`src/rtl/dilithium_pkg.sv`:
```
// Shared Dilithium constants: modulus, lane/word geometry, loader state encoding
// and the 6-bit bit-reversal helper used for NTT-ordered addressing.
package dilithium_pkg;

  localparam int unsigned DIL_Q   = 32'd8380417;
  localparam int          LANE_W  = 24;
  localparam int          WORD_W  = 96;
  localparam int          LANES   = WORD_W / LANE_W;
  localparam int          ADDR_W  = 6;

  typedef enum logic [1:0] {
    ST_IDLE  = 2'd0,
    ST_LOAD  = 2'd1,
    ST_FLUSH = 2'd2
  } load_state_e;

  function automatic logic [ADDR_W-1:0] bit_rev6(input logic [ADDR_W-1:0] w);
    logic [ADDR_W-1:0] r;
    for (int i = 0; i < ADDR_W; i++) begin
      r[i] = w[ADDR_W-1-i];
    end
    return r;
  endfunction

endpackage

```
`src/rtl/poly_loader.sv`:
```
// Packs a stream of 24-bit coefficients into 96-bit BRAM words, natural or bit-reversed order.
// Define POLY_LOADER_SIGNED_EN to accept two's-complement coefficients mapped into [0, Q).
module poly_loader
  import dilithium_pkg::*;
#(
  parameter int unsigned Q      = DIL_Q,
  parameter int unsigned NWORDS = 64
) (
  input  logic                 clk,
  input  logic                 rst,
  input  logic                 start,
  input  logic                 bitrev,
  input  logic                 hold,
  input  logic                 in_valid,
  input  logic [LANE_W-1:0]    in_data,
  output logic                 in_ready,
  output logic [ADDR_W-1:0]    addr,
  output logic                 we,
  output logic [WORD_W-1:0]    di,
  output logic                 done,
  output logic                 err
);

  localparam logic [LANE_W-1:0] Q_L = LANE_W'(Q);

  load_state_e         r_state;
  load_state_e         w_state_next;
  logic [1:0]          r_lane;
  logic [ADDR_W-1:0]   r_word;
  logic                r_bitrev;
  logic [LANE_W-1:0]   r_part [LANES-1];
  logic [ADDR_W-1:0]   r_addr;
  logic                r_we;
  logic [WORD_W-1:0]   r_di;
  logic                r_done;
  logic                r_err;

  logic                w_accept;
  logic                w_lane_last;
  logic                w_word_last;
  logic                w_oor;
  logic [LANE_W-1:0]   w_coef;

  assign in_ready    = (r_state == ST_LOAD) & ~hold & ~rst;
  assign w_accept    = in_valid & in_ready;
  assign w_lane_last = (r_lane == 2'd3);
  assign w_word_last = (r_word == ADDR_W'(NWORDS - 1));

`ifdef POLY_LOADER_SIGNED_EN
  // Lowest accepted negative value is -(Q-1); anything below it is out of range.
  localparam logic [LANE_W-1:0] NEG_MIN = LANE_W'(32'd1 - 32'(Q));
  logic w_neg;
  assign w_neg  = in_data[LANE_W-1];
  assign w_oor  = w_neg ? ($signed(in_data) < $signed(NEG_MIN)) : (in_data >= Q_L);
  assign w_coef = (w_neg && !w_oor) ? (in_data + Q_L) : in_data;
`else
  assign w_oor  = (in_data >= Q_L);
  assign w_coef = in_data;
`endif

  always_ff @(posedge clk) begin
    if (rst) begin
      r_state <= ST_IDLE;
    end else begin
      r_state <= w_state_next;
    end
  end

  always_comb begin
    w_state_next = r_state;
    case (r_state)
      ST_IDLE: begin
        if (start) w_state_next = ST_LOAD;
      end
      ST_LOAD: begin
        if (start) w_state_next = ST_LOAD;
        else if (w_accept && w_lane_last && w_word_last) w_state_next = ST_FLUSH;
      end
      ST_FLUSH: begin
        w_state_next = start ? ST_LOAD : ST_IDLE;
      end
      default: w_state_next = ST_IDLE;
    endcase
  end

  // Lanes 0..2 are buffered; lane 3 goes straight into the output word.
  for (genvar gi = 0; gi < LANES - 1; gi++) begin : g_lane
    always_ff @(posedge clk) begin
      if (rst || start) begin
        r_part[gi] <= '0;
      end else if (w_accept && r_lane == 2'(gi)) begin
        r_part[gi] <= w_coef;
      end
    end
  end

  always_ff @(posedge clk) begin
    if (rst) begin
      r_lane   <= '0;
      r_word   <= '0;
      r_bitrev <= 1'b0;
      r_addr   <= '0;
      r_we     <= 1'b0;
      r_di     <= '0;
      r_done   <= 1'b0;
      r_err    <= 1'b0;
    end else begin
      r_we   <= 1'b0;
      r_done <= 1'b0;
      if (start) begin
        // Restart wins over a same-cycle accept: the partial word is dropped.
        r_lane   <= '0;
        r_word   <= '0;
        r_bitrev <= bitrev;
        r_err    <= 1'b0;
      end else if (w_accept) begin
        r_err  <= r_err | w_oor;
        r_lane <= r_lane + 2'd1;
        if (w_lane_last) begin
          r_we   <= 1'b1;
          r_di   <= {w_coef, r_part[2], r_part[1], r_part[0]};
          r_addr <= r_bitrev ? bit_rev6(r_word) : r_word;
          r_word <= w_word_last ? '0 : r_word + ADDR_W'(1);
          r_done <= w_word_last;
        end
      end
    end
  end

  assign addr = r_addr;
  assign we   = r_we;
  assign di   = r_di;
  assign done = r_done;
  assign err  = r_err;

endmodule

```
`config.mk`:
```
export PLATFORM = sky130hd
export DESIGN_NAME = poly_loader
export DESIGN_NICKNAME = d
export VERILOG_FILES = /design/src/rtl/dilithium_pkg.sv /design/src/rtl/poly_loader.sv
export SDC_FILE = /design/constraint.sdc
export NUM_CORES = 1
export LEC_CHECK = 0
export CAP_MARGIN = 5
export CORE_ASPECT_RATIO = 1.2
export CORE_MARGIN = 1
export CORE_UTILIZATION = 25
export DETAILED_ROUTE_END_ITERATION = 7
export PLACE_DENSITY = 0.43
export SLEW_MARGIN = 10
export SYNTH_ARGS = -nofsm -noshare
export SYNTH_HDL_FRONTEND = slang
export SYNTH_SLANG_ARGS = --single-unit
```
`constraint.sdc`:
```
create_clock -name clk -period 3.25 [get_ports clk]
set_input_delay 0.65 -clock clk [delete_from_list [all_inputs] [get_ports clk]]
set_output_delay 0.65 -clock clk [all_outputs]
set_load 0.1 [all_outputs]
```
==> results of run 1 <==
## layout make-up
type                       instances  share of cell area, %
tap                              340                   4.68
sequential                       188                   49.3
clock buffer                      18                   4.83
multi-input combinational        447                   24.4
clock inverter                    14                   2.81
inverter                           7                  0.303
timing repair buffer             151                   13.7
## where the power goes
group          internal (uW)  switching (uW)
clock network           1490             958
logic                   48.6             107
registers               2480            13.4
## worst max-delay path by stage
stage / slack (ps) / to / from
floorplan: 670 / di[62] / rst
global placement: 400 / di[47] / hold
detailed placement: 380 / di[46] / hold
CTS: 610 / in_ready / hold
global route: 570 / in_ready / hold
finish: 600 / in_ready / hold
## sequential cells by signal, summed over array words and instances (netlist names)
name,cells
addr,6
di,96
done,1
r_lane,2
r_bitrev,1
r_word,6
r_state,2
err,1
we,1
r_part,72
## synth_stat cells (5+ instances only)
cell / n / area, um2
edfxtp_1: 72 / 2160
clkbuf_1: 28 / 105
ha_1: 5 / 62.6
nor3_1: 6 / 30.0
nand3_1: 7 / 35.0
a21oi_1: 101 / 505
buf_2: 11 / 55.1
dfxtp_1: 116 / 2320
and2_1: 72 / 450
inv_1: 5 / 18.8
nand2_1: 202 / 758
mux2i_1: 7 / 70.1
nor2_1: 15 / 56.3
a211oi_1: 7 / 52.6
## worst max-delay path, cell delays in order
cell and delay, ps:
clkdlybuf4s50_1 410, or4b_4 550, inv_2 180, buf_12 200
## kinds of logic (layout without fill, tap and decap cells)
logic type | after synthesis | after routing | synth area share (%)
AO/OA/AOI/OAI | 112 | 112 | 8.42
adder cells (fa/ha/maj) | 5 | 5 | 0.905
XOR/XNOR | 5 | 5 | 0.634
multiplexers | 7 | 7 | 1.01
flip-flops | 188 | 188 | 64.9
buffers and inverters | 48 | 190 | 3.02
AND/OR/NAND/NOR | 318 | 318 | 21.1
## through the flow
step / worst slack (ps) / hold WS [ps]
2_1_floorplan: 674 / 430
3_3_place_gp: 398 / 443
3_5_place_dp: 377 / 448
4_1_cts: 608 / 458
5_1_grt: 566 / 468
6_report: 602 / 456
## routing by layer
metal	GRT usage (%)	vias to the layer above	share of wire, %
li1	-	2535	-
met3	3.72	8	4.0
met1	18.6	2356	45
met2	25.0	86	50
met5	0	-	0
met4	3.36	0	0.66
## placed cells by master (no fill, tap or decap), types with 2 or more instances in the layout
master and count:
xor2_1 3, a21oi_1 101, mux2i_1 7, nor4_1 3, clkinv_2 2, a211oi_1 7
nand4_1 3, nor3_1 6, and2_1 72, bufinv_16 6, buf_4 120, inv_1 5
ha_1 5, clkbuf_16 17, edfxtp_1 72, and3_1 3, buf_12 3, o21ai_0 3
clkdlybuf4s50_1 28, nand3_1 7, inv_6 4, xnor2_1 2, nand2_1 202, nor2_1 15
dfxtp_1 116
==> out/qor.txt, run 1 <==
Starting Density: 25.4%
Netlist cell types: 30
storage element area: 4480 um2
RSZ-0062 raised after global routing: no
worst r2r dst: di[50]
area occupied by multi-input gates: 2220 um2
routed len/inst: 17.5 um
die width: 154 um
Clock Latency Late Sink: 430 ps
first-pass GRT wire length: 30500 um
Num CTS Buffers: 17
#FFs+latches synth: 188
skew final: 13.2 ps
HPWL after detailed placement: 13300 um
post-route minimum period: 2650 ps
final wirelength: 20400 um
launch point of the worst hold path: di[40]
worst reg2reg path startpoint: r_state[1]
final hold viol count: 0
Worst setup SP type: input port
Worst EP required: 2600 ps
Layout Nets: 847
area of the mapped netlist: 6910 um2
WP data arrival: 2000 ps
Hold Path Stages: 2
Post-Syn Area per Cell: 10.1 um2
Power Total: 5090 uW
Antenna Nets Post-Route: 0
initial antenna violation count: 1
Remaining DRCs: 0
status: completed
Cell Area, Placed: 8390 um2
WS Path Type: input port to output pin
Mapped Nets: 718
FP Rows: 66
CTS Root Cell: clkbuf_16
Max Slew Vio Count: 0
Die Ht: 184 um
die area: 28300 um2
# Post-CTS Setup Buffers: 0
hold endpoint: di[40]
Pleak: 0.00342 uW
number of synthesized flops with an enable pin: 72
reg-to-reg slack, setup: 1100 ps
Max clock buf depth: 2
HP Class: flip-flop to flip-flop
vias per cell: 4.28
H-tree levels: 4
Ports: 136
worst-path fanout max: 8
Slew @ Worst Pin: 1110 ps
Mapped Cells: 683
GRT Util Overall: 14.7%
CTS tree: done
layout cell share with drive strength beyond 1: 19.5%
clock tree sinks: 188
Post-CTS Hold Fix Bufs: 0
Final TNS setup: 0 ps
antenna cells: 0
final period utilization: 81.5%
drt pass-1 iters: 4
Ys Warns: 0
Worst Reg2Reg Path Length in Cells: 6
I/O Buffers: 135
Initial DRC Count: 277
# resized after CTS: 0
VDD IR max: 0.344 mV
Post-Route Utilization: 33.5%
Reg clk slew, reported paths: 70 ps
via count: 4985
MaxCap Viol Count: 0
core area: 27200 um2
number of global-route vias before repair: 4799
Non-Filler Instances: 1165
grt ovf: 0
fin area: 9090 um2
final setup violation count: 0
Critical Path Sink Type: output pin
Post-synth top flop: dfxtp_1
power per cell area: 560 nW/um2
cell count after placement: 1133
synthesis-to-finish area growth: 31.5%
pin count of the biggest net entering global routing: 97
sequential area share after synthesis: 64.9%
max_slew headroom: 26.3%
maximum clock frequency: 378 MHz
fraction of registers with async set/reset: 0%
# fillers: 2814
gpl congestion: 0.752
(Power assumes the default switching activity.)
==> inputs of run 2 (changes only) <==
--- a/config.mk
+++ b/config.mk
@@ -10,7 +10,7 @@
 export CORE_MARGIN = 1
 export CORE_UTILIZATION = 25
 export DETAILED_ROUTE_END_ITERATION = 7
-export PLACE_DENSITY = 0.43
+export PLACE_DENSITY = 0.44
 export SLEW_MARGIN = 10
 export SYNTH_ARGS = -nofsm -noshare
 export SYNTH_HDL_FRONTEND = slang
==> constraint.sdc (replaced) <==
create_clock -name clk -period 2.2 [get_ports clk]
set_input_delay 0.44 -clock clk [delete_from_list [all_inputs] [get_ports clk]]
set_output_delay 0.44 -clock clk [all_outputs]
set_load 0.1 [all_outputs]
==> out/qor.txt, run 2 (same netlist as run 1, synthesis figures left out) <==
status: completed
Slew @ Worst Pin: 790 ps
Remaining DRCs: 0
Clock Latency Late Sink: 430 ps
routed len/inst: 17.2 um
gpl congestion: 0.759
Starting Density: 25.4%
grt ovf: 0
Max clock buf depth: 2
drt pass-1 iters: 5
Post-CTS Hold Fix Bufs: 0
most frequent cells in the layout: 199 x nand2_1, 146 x buf_4, 116 x dfxtp_1
core area: 27200 um2
Worst setup SP type: flip-flop
clock tree sinks: 188
worst-path fanout max: 4
first-pass GRT wire length: 30900 um
MaxCap Viol Count: 0
HP Class: flip-flop to flip-flop
Reg clk slew, reported paths: 70 ps
WP data arrival: 1660 ps
setup ws final: 100 ps
final period utilization: 95.4%
Hold Path Stages: 2
HPWL after detailed placement: 14400 um
Ports: 136
number of global-route vias before repair: 5118
Num CTS Buffers: 17
Cell Area, Placed: 8720 um2
final setup violation count: 0
most common cell after layout, fill and taps aside: nand2_1
Worst Reg2Reg Path Length in Cells: 7
Critical Path Sink Type: output pin
FP Rows: 66
vias per cell: 4.34
post-route minimum period: 2100 ps
layout cell share with drive strength beyond 1: 22.8%
synthesis-to-finish area growth: 34.6%
Worst EP required: 1760 ps
WS Path Type: flip-flop to output pin
CTS tree: done
pin count of the biggest net entering global routing: 97
Initial DRC Count: 296
Antenna Nets Post-Route: 0
VDD IR max: 0.459 mV
Layout Nets: 880
worst reg2reg path startpoint: r_state[1]
initial antenna violation count: 0
H-tree levels: 4
final hold viol count: 0
final wirelength: 20600 um
Die Ht: 184 um
die area: 28300 um2
RSZ-0062 raised after global routing: no
launch point of the worst hold path: di[13]
antenna cells: 0
Power Total: 6900 uW
I/O Buffers: 135
reg-to-reg slack, setup: 250 ps
max_slew headroom: 47.3%
GRT Util Overall: 14.9%
Placement Setup Slack: -202 ps
hold endpoint: di[13]
Max Slew Vio Count: 0
power per cell area: 742 nW/um2
Pleak: 0.00357 uW
worst r2r dst: r_part[1][16]
cell count after placement: 1164
die width: 154 um
maximum clock frequency: 476 MHz
CTS Root Cell: clkbuf_16
Largest register FFs: 96
Non-Filler Instances: 1198
skew final: 7.23 ps
fin area: 9300 um2
via count: 5197
run 2: worst max path at each step:
stage | from | endpoint | slack (ps) | depth (start not counted)
global placement | hold | r_part[1][19] | -190 | 7
finish | r_state[1] | in_ready | 100 | 4
detailed placement | hold | r_part[1][9] | -200 | 7
CTS | hold | in_ready | 2 | 5
global route | r_state[1] | in_ready | 40 | 4
floorplan | rst | di[62] | -6 | 8
run 2: what timing repair did:
action	CTS	global route
hold endpoints to repair	0	0
endpoints found under the setup margin	1	1
resized for setup	0	1
pin swaps	1	1
buffers inserted	1	1
run 2: report_power, final:
part | internal [uW] | switching, uW
Sequential | 3660 | 24.2
Combinational | 108 | 164
Clock | 1540 | 1400
run 2: final cells by class:
type                    count  area [um2]
clock buffers              19         454
clock inverters            13         104
fillers                  2826       17900
inverters                   7        30.0
multi-input cells         447        2220
flip-flops and latches    188        4480
well taps                 340         425
repair buffers            184        1580
run 2: worst max-delay path, cell delays in order, from the launching register on:
cell,delay (ps)
dfxtp_1,310
or4b_4,550
inv_4,80
buf_4,110
buf_12,160
run 2: routing by layer:
| layer | share of wire, % | global-route usage, % | vias up |
|---|---|---|---|
| met1 | 43 | 17.9 | 2463 |
| li1 | - | - | 2607 |
| met2 | 50 | 25.9 | 106 |
| met3 | 4.8 | 3.81 | 21 |
| met5 | 0 | 0 | - |
| met4 | 1.6 | 5.28 | 0 |
run 2: through the flow:
stage	hold WS [ps]	util [%]	TNS, ps
after floorplan	430	-	-219
after global placement	443	32.1	-28620
after detailed placement	449	32.1	-33350
after CTS	459	34.2	0
after global routing	474	34.2	0
final	455	34.2	0
